===== src/rtl/led_anim_pkg.sv =====
// led_anim_pkg: shared widths, LED blank word and sequencer state encoding
package led_anim_pkg;
    localparam int FRAME_W = 7;
    localparam int LED_W = 7;
    localparam int SPD_W = 2;
    localparam logic [LED_W-1:0] LED_OFF = 7'b1111111;
    typedef enum logic [1:0] {IDLE, RUN, PAUSE, DONE} state_t;
endpackage


===== src/rtl/led_tick_gen.sv =====
// led_tick_gen: programmable prescale divider producing one frame tick per PRESCALE<<speed enabled cycles
module led_tick_gen
    import led_anim_pkg::*;
#(
    parameter int PRESCALE = 50000
) (
    input  logic             clk,
    input  logic             rst,
    input  logic             en,
    input  logic             clr,
    input  logic [SPD_W-1:0] speed,
    output logic             tick
);
    localparam int PRE_W = $clog2(PRESCALE);
    localparam int CNT_W = PRE_W + 3;

    logic [CNT_W-1:0] r_cnt;
    logic [CNT_W-1:0] w_term;

    // terminal is recomputed every cycle so a speed change applies at once;
    // a count already past a shorter terminal ticks and wraps immediately
    assign w_term = CNT_W'((PRESCALE << speed) - 1);
    assign tick   = en && !clr && (r_cnt >= w_term);

    // divider: clear wins over enable, wrap to zero on tick
    always_ff @(posedge clk) begin
        if (rst || clr)
            r_cnt <= '0;
        else if (en)
            r_cnt <= tick ? '0 : r_cnt + 1'b1;
    end
endmodule


===== src/rtl/led_anim_seq.sv =====
// led_anim_seq: LED animation frame sequencer (play/pause/stop/loop/one-shot).
// Optional ping-pong playback is enabled by defining LED_ANIM_PINGPONG_EN.
module led_anim_seq
    import led_anim_pkg::*;
#(
    parameter int PRESCALE   = 50000,
    parameter int NUM_PAT    = 16,
    parameter int PAT_W      = 4,
    parameter int LAST_FRAME = 127
) (
    input  logic               clk,
    input  logic               rst,
    input  logic               start,
    input  logic               stop,
    input  logic               pause,
    input  logic               loop_en,
`ifdef LED_ANIM_PINGPONG_EN
    input  logic               pingpong,
`endif
    input  logic [SPD_W-1:0]   speed,
    input  logic [PAT_W-1:0]   pat_sel,
    input  logic [LED_W-1:0]   rom_data,
    output logic [FRAME_W-1:0] frame_idx,
    output logic [PAT_W-1:0]   pat_idx,
    output logic [LED_W-1:0]   led_n,
    output logic               busy,
    output logic               done
);
    localparam logic [FRAME_W-1:0] LAST = FRAME_W'(LAST_FRAME);

    state_t             r_state;
    logic [FRAME_W-1:0] r_frame;
    logic [PAT_W-1:0]   r_pat;
    logic [LED_W-1:0]   r_led;
    logic               r_busy;
    logic               r_done;
`ifdef LED_ANIM_PINGPONG_EN
    logic               r_dir;
`endif
    logic               w_en;
    logic               w_clr;
    logic               w_tick;
    logic [PAT_W-1:0]   w_pat;

    // divider runs only while playing and no higher-priority control is active
    assign w_en  = (r_state == RUN) && !pause && !stop && !start;
    assign w_clr = stop || start;
    // out-of-range selections fall back to pattern 0
    assign w_pat = (int'(pat_sel) < NUM_PAT) ? pat_sel : '0;

    led_tick_gen #(.PRESCALE(PRESCALE)) u_tick (
        .clk  (clk),
        .rst  (rst),
        .en   (w_en),
        .clr  (w_clr),
        .speed(speed),
        .tick (w_tick)
    );

    // playback FSM with registered frame, pattern, LED, busy and done outputs
    always_ff @(posedge clk) begin
        if (rst) begin
            r_state <= IDLE;
            r_frame <= '0;
            r_pat   <= '0;
            r_led   <= LED_OFF;
            r_busy  <= 1'b0;
            r_done  <= 1'b0;
`ifdef LED_ANIM_PINGPONG_EN
            r_dir   <= 1'b0;
`endif
        end else begin
            r_done <= 1'b0;
            r_led  <= (stop || r_state == IDLE) ? LED_OFF : rom_data;
            if (stop) begin
                r_state <= IDLE;
                r_frame <= '0;
                r_busy  <= 1'b0;
`ifdef LED_ANIM_PINGPONG_EN
                r_dir   <= 1'b0;
`endif
            end else if (start) begin
                r_state <= RUN;
                r_frame <= '0;
                r_pat   <= w_pat;
                r_busy  <= 1'b1;
`ifdef LED_ANIM_PINGPONG_EN
                r_dir   <= 1'b0;
`endif
            end else if (r_state == RUN && pause) begin
                r_state <= PAUSE;
            end else if (r_state == PAUSE && !pause) begin
                r_state <= RUN;
            end else if (w_tick) begin
`ifdef LED_ANIM_PINGPONG_EN
                if (r_dir) begin
                    if (r_frame != '0)
                        r_frame <= r_frame - 1'b1;
                    if (r_frame <= FRAME_W'(1))
                        r_dir <= 1'b0;
                    if (r_frame == FRAME_W'(1) && !loop_en) begin
                        r_state <= DONE;
                        r_busy  <= 1'b0;
                        r_done  <= 1'b1;
                    end
                end else if (r_frame == LAST && pingpong) begin
                    r_dir   <= 1'b1;
                    r_frame <= LAST - 1'b1;
                end else
`endif
                if (r_frame != LAST)
                    r_frame <= r_frame + 1'b1;
                else if (loop_en)
                    r_frame <= '0;
                else begin
                    r_state <= DONE;
                    r_busy  <= 1'b0;
                    r_done  <= 1'b1;
                end
            end
        end
    end

    assign frame_idx = r_frame;
    assign pat_idx   = r_pat;
    assign led_n     = r_led;
    assign busy      = r_busy;
    assign done      = r_done;
endmodule


===== config.mk =====
export PLATFORM = sky130hd
export DESIGN_NAME = led_anim_seq
export DESIGN_NICKNAME = d
export VERILOG_FILES = /design/src/rtl/led_anim_pkg.sv /design/src/rtl/led_tick_gen.sv /design/src/rtl/led_anim_seq.sv
export SDC_FILE = /design/constraint.sdc
export NUM_CORES = 1
export LEC_CHECK = 0
export ABC_AREA = 1
export CAP_MARGIN = 10
export CORE_MARGIN = 2
export CORE_UTILIZATION = 54
export DETAILED_ROUTE_END_ITERATION = 16
export PLACE_DENSITY = 0.8
export SYNTH_ARGS = -nofsm -noshare
export SYNTH_HDL_FRONTEND = slang
export SYNTH_HIERARCHICAL = 1
export SYNTH_SLANG_ARGS = --single-unit

===== constraint.sdc =====
create_clock -name clk -period 3.3 [get_ports clk]
set_input_delay 0.33 -clock clk [delete_from_list [all_inputs] [get_ports clk]]
set_output_delay 0.33 -clock clk [all_outputs]
set_load 0.01 [all_outputs]

## Word level (Yosys, flattened, before mapping)

Cells that the tools add are included.

- Bits in registers: 41
- Output and inout bits: 20

- Add/subtract/negate cells: 3
- Magnitude comparators: 1
- Equality and inequality tests: 11
- Shift-type cells: 1
- Muxes and demuxes: 16
- Bitwise gates (word level): 4
- Reductions and logical operators: 28

Operator list:

| kind | number |
|---|---|
| $add A19 B1 Y19 const B | 1 |
| $ge A19 B19 Y1 | 1 |
| $mux W19 | 1 |
| $shl A16 B2 Y19 const A | 1 |
| $sub A19 B2 Y19 const B | 1 |
| $mux W7 | 2 |
| $mux W2 | 5 |
| $mux W1 | 8 |
| $ne A2 B2 Y1 const B | 4 |
| $add A7 B1 Y7 const B | 1 |
| $logic_and A1 B1 Y1 | 7 |
| $ne A7 B7 Y1 const B | 1 |
| $reduce_or A7 Y1 | 1 |
| $reduce_and A3 Y1 | 2 |
| $reduce_and A5 Y1 | 1 |
| $logic_not A1 Y1 | 4 |
| $ne A4 B2 Y1 const B | 1 |
| $ne A4 B4 Y1 const B | 1 |
| $not A1 Y1 | 4 |
| $reduce_and A4 Y1 | 1 |
| $reduce_bool A2 Y1 | 2 |
| $reduce_bool A4 Y1 | 1 |
| $reduce_or A2 Y1 | 2 |
| $logic_or A1 B1 Y1 | 3 |
| other kinds (8) | 8 |

## Depth between registers and ports, before layout

Gate-level depths: netlist of run 1.

- Depth after elaboration: 10
- Mapped depth: 18
- Depth with buffers taken out: 18

## Modules after synthesis

Netlist of run 1, hierarchy kept.

Modules (own cells, without submodules):

| module | times used | cells an instance | area each (µm²) | sequential area each (µm²) |
|---|---|---|---|---|
| led_tick_gen | 1 | 217 | 1506.4 | 380.4 |
| led_anim_seq | 1 | 133 | 987.2 | 440.4 |

## Worst setup path before layout of run 1

Ideal clock, no wire load.

- Path kind: input to register
- Start point: input start
- End point: register r_frame[0], in the netlist frame_idx[0]
- Library setup time: 0.113 ns
- Data arrival time: 2.319 ns
- Required time: 3.187 ns
- Path slack: 0.868 ns
- Stages on the path: 11
- Buffers on the path: 0
- Cell sequence: or2_2 nor4_1 inv_1 nor2_1 nand2_2 inv_1 nand3_2 nor2_4 nand2_1 nand2_1 nor2_1

- Word-level cells in the longest chain between the ends: 5
- Elaborated cells between the ends (all ways): 8
- Classes of those cells: reduce/logical: 8

RTL lines:

| element | RTL line | text |
|---|---|---|
| from (decl) | led_anim_seq.sv:13 | `input logic start,` |
| $logic_not A1 Y1 | led_anim_seq.sv:46 | `assign w_en = (r_state == RUN) && !pause && !stop && !start;` |
| $logic_and A1 B1 Y1 | led_anim_seq.sv:46 |  |
| net w_en | led_anim_seq.sv:40 | `logic w_en;` |
| $logic_and A1 B1 Y1 (2 in a row) | led_tick_gen.sv:23 | `assign tick = en && !clr && (r_cnt >= w_term);` |
| net w_tick | led_anim_seq.sv:42 | `logic w_tick;` |
| $reduce_and A4 Y1 (no line) | -- |  |
| to (signal assigned) | led_anim_seq.sv:112 | `r_frame <= r_frame + 1'b1;` |
| to (decl) | led_anim_seq.sv:32 | `logic [FRAME_W-1:0] r_frame;` |

The timed path passes the listed nets, and every way through them passes these cells.
A chain may end at the register's enable or synchronous reset.

## Worst setup path in the final report of run 1

- Start point: input speed[1]
- End point: register r_frame[4], in the netlist frame_idx[4]

- Word-level cells in the longest chain between the ends: 5

RTL lines:

| element | RTL line | text |
|---|---|---|
| from (decl) | led_anim_seq.sv:20 | `input logic [SPD_W-1:0] speed,` |
| $shl A16 B2 Y19 | led_tick_gen.sv:22 | `assign w_term = CNT_W'((PRESCALE << speed) - 1);` |
| $sub A19 B2 Y19 | led_tick_gen.sv:22 |  |
| $ge A19 B19 Y1 | led_tick_gen.sv:23 |  |
| $logic_and A1 B1 Y1 | led_tick_gen.sv:23 |  |
| net w_tick | led_anim_seq.sv:42 |  |
| $reduce_and A4 Y1 (no line) | -- |  |

The timed path passes the listed nets, and every way through them passes these cells.

==> results.json, run 1 <==
{
  "syn_area_um2": 2490,
  "layout_commonest_cell": "nand2_1",
  "critPathArrivalTime_ns": 3.16,
  "antenna_found_initial": 0,
  "wirelength_um": 5190,
  "final_antenna_net_count": 0,
  "hpwlAfterDp_um": 4090,
  "dieArea_um2": 5180,
  "peakVddDrop_v": 0.000297,
  "synth_enable_flop_cells": 0,
  "mostFrequentLayoutCells": "77 x nand2_1, 57 x nor2_1, 50 x inv_1",
  "min_from": "busy",
  "cap_viol_max_count": 0,
  "cpMaxStageDelayCell": "clkdlybuf4s50_1",
  "area_delta_synth_final_pct": 22.4,
  "ys_seq_area_share_pct": 32.9,
  "hold_path_end": "busy",
  "max_stage_delay_ns": 0.57,
  "fmax_mhz": 340,
  "hp-class": "flip-flop to flip-flop",
  "diodes": 0,
  "finalSetupViolations": 0,
  "drv_slew": 0,
  "cts_tree": "yes",
  "clk_latency_ns": 0.29,
  "layout-drive-gt1-share_pct": 8.84,
  "grt_max_degree": 16,
  "final-hold-violation-count": 0,
  "tightest_slew_ns": 0.556,
  "num_io_pins": 39,
  "rows": 24,
  "num_vias": 2274,
  "fin_cells": 448,
  "ys_ff_latch": 41,
  "cp-end-kind": "flip-flop",
  "synth_ff_type": "dfxtp_1",
  "port-buffer-count": 38,
  "r2r_end": "frame_idx[4]",
  "grt_use_total_pct": 21.9,
  "fin_crit_sh_pct": 89.1,
  "drtIter0Drc": 134,
  "status": "complete, no violations",
  "cp-start-kind": "input port",
  "placedCellCount": 440,
  "die_w_um": 72.0,
  "grt_overflow": 0,
  "synthesis.nets": 393,
  "wl_per_cell_um": 11.6,
  "total_leakage_power_nw": 1.38,
  "reg2reg_depth": 13,
  "syn_inst": 350,
  "p_per_area_nw_per_um2": 330,
  "synthArstFlopShare_pct": 0,
  "post_cts_buffers": 0,
  "finalInstanceArea_um2": 3050,
  "max_slew_margin_pct": 62.9,
  "placed_area_um2": 2940,
  "cp_top_family": "simple AND/OR/NAND/NOR gates",
  "cp_max_fo": 7,
  "fin_nets": 438,
  "drc": 0,
  "holdBufCountCts": 0,
  "critPathKind": "input port to flip-flop",
  "htreeDepth": 2,
  "min_period_ns": 2.94,
  "fin_worst_skew_ns": 0.0104,
  "clock-root-buffer": "clkbuf_8",
  "numCtsBuffers": 5,
  "grt_pass1_vias": 2163,
  "path_buf_inv": 4,
  "routed_via_density": 5.08,
  "required_ns": 3.51,
  "whs_ns": 0.464,
  "cp-startpoint": "speed[1]",
  "yosys_warnings": 6,
  "gp_congestion": 0.850,
  "synth_cell_types": 31,
  "grt_pass1_wl_um": 9050,
  "crit_chain": "clkdlybuf4s50_1, inv_1, ha_1, inv_1, ha_1, nand2_1, nor2_1, nand3_1, nor2_1, nor2_1, nand3_1, nand2_2, inv_1, nand3_2, nor2_4, nand2_1, a21oi_1",
  "postSynthAreaPerCell_um2": 7.12,
  "timing.rr.start": "u_tick/r_cnt[10]",
  "first_pass_iters": 4,
  "core_area_um2": 4410,
  "max-clock-path-buffers": 2,
  "cts.sinks": 41,
  "start_util_pct": 56.5,
  "clk_pin_slew_ns": 0.08,
  "ctsResizeCount": 0,
  "finalSetupTns_ns": 0,
  "die_h_um": 72.0,
  "rsz0062_at_grt": "no",
  "hold_depth": 2,
  "r2r_setup_slack_ns": 1.16
}
==> synthesized netlist by cell type (all sizes together) (3+ instances only) <==
| master | n | area (um2) |
|---|---|---|
| a21oi | 14 | 70.1 |
| dfxtp | 41 | 821 |
| ha | 24 | 300 |
| inv | 53 | 199 |
| nand2 | 85 | 364 |
| nand3 | 23 | 130 |
| nand4 | 3 | 18.8 |
| nor2 | 66 | 300 |
| nor3 | 6 | 30.0 |
| o21ai | 9 | 45.0 |
| xnor2 | 3 | 26.3 |
| xor2 | 10 | 87.6 |
==> worst min-delay path, delay by kind of cell (launching register included) <==
| family | cells | cell delay (ns) |
|---|---|---|
| AO/OA/AOI/OAI | 1 | 0.05 |
| AND/OR/NAND/NOR | 1 | 0.06 |
| flip-flops | 1 | 0.32 |
==> area by class of cell <==
| cell class | instances | area [um2] |
|---|---|---|
| Clock buffer | 7 | 86.3 |
| Clock inverter | 1 | 30.0 |
| Fill cell | 379 | 1360 |
| Inverter | 54 | 208 |
| Multi-Input combinational cell | 254 | 1450 |
| Sequential cell | 41 | 821 |
| Tap cell | 52 | 65.1 |
| Timing Repair Buffer | 39 | 388 |
==> flip-flops by register name (all words and copies together), names as in the netlist <==
register / count
r_state: 2
pat_idx: 4
busy: 1
frame_idx: 7
done: 1
u_tick/r_cnt: 19
led_n: 7
==> worst max path at each step <==
stage	end	slack (ns)	cells after the start
final	frame_idx[4]	0.36	17
after floorplan	frame_idx[0]	0.87	11
after CTS	frame_idx[4]	0.38	17
after detailed placement	frame_idx[4]	0.09	17
after global placement	frame_idx[4]	0.25	17
after global routing	frame_idx[3]	0.11	17
==> stage by stage <==
stage | setup slack [ns] | power (mW) | util, %
detailed placement | 0.0929 | 0.600 | 66.5
floorplan | 0.868 | 0.556 | -
finish | 0.358 | 1.01 | 69.1
global route | 0.113 | 1.05 | 69.1
CTS | 0.375 | 1.02 | 69.1
global placement | 0.249 | 0.598 | 66.5
==> power breakdown <==
| group | switching (mW) | internal (mW) | total (mW) |
|---|---|---|---|
| clock | 0.172 | 0.247 | 0.418 |
| combinational | 0.0436 | 0.0431 | 0.0867 |
| sequential | 0.00263 | 0.500 | 0.503 |
==> layer usage <==
layer,part of all wire (%),GRT usage (%),up-vias
li1,-,-,1184
met2,47,36.0,55
met3,6.8,6.11,7
met5,0,0,-
met1,45,28.5,1028
met4,1.0,6.08,0
==> cell families (layout without fill, tap and decap cells) <==
kind of cell / after synthesis / in the layout / synth area share, %
AOI/OAI and AO/OA: 29 / 29 / 6.27
xor gates and xnor gates: 13 / 13 / 4.57
adders and majority gates: 24 / 24 / 12.0
buffers and inverters: 55 / 101 / 8.78
DFF: 41 / 41 / 32.9
other: 1 / 1 / 0.150
and+or+nand+nor: 187 / 187 / 35.3
Note: power is estimated with default switching activity, not from simulation.
==> inputs of run 2 (changes only) <==
--- a/config.mk
+++ b/config.mk
@@ -6,7 +6,7 @@
 export NUM_CORES = 1
 export LEC_CHECK = 0
 export ABC_AREA = 1
-export CAP_MARGIN = 10
+export CAP_MARGIN = 20
 export CORE_MARGIN = 2
 export CORE_UTILIZATION = 54
 export DETAILED_ROUTE_END_ITERATION = 16
==> results of run 2 <==
The final DEF is identical to that of run 1; final timing and power are the same.
==> inputs of run 3 (changes only) <==
--- a/config.mk
+++ b/config.mk
@@ -10,6 +10,7 @@
 export CORE_MARGIN = 2
 export CORE_UTILIZATION = 54
 export DETAILED_ROUTE_END_ITERATION = 16
+export HOLD_SLACK_MARGIN = 0.05
 export PLACE_DENSITY = 0.8
 export SYNTH_ARGS = -nofsm -noshare
 export SYNTH_HDL_FRONTEND = slang
==> results of run 3 <==
The final DEF is identical to that of run 1; final timing and power are the same.
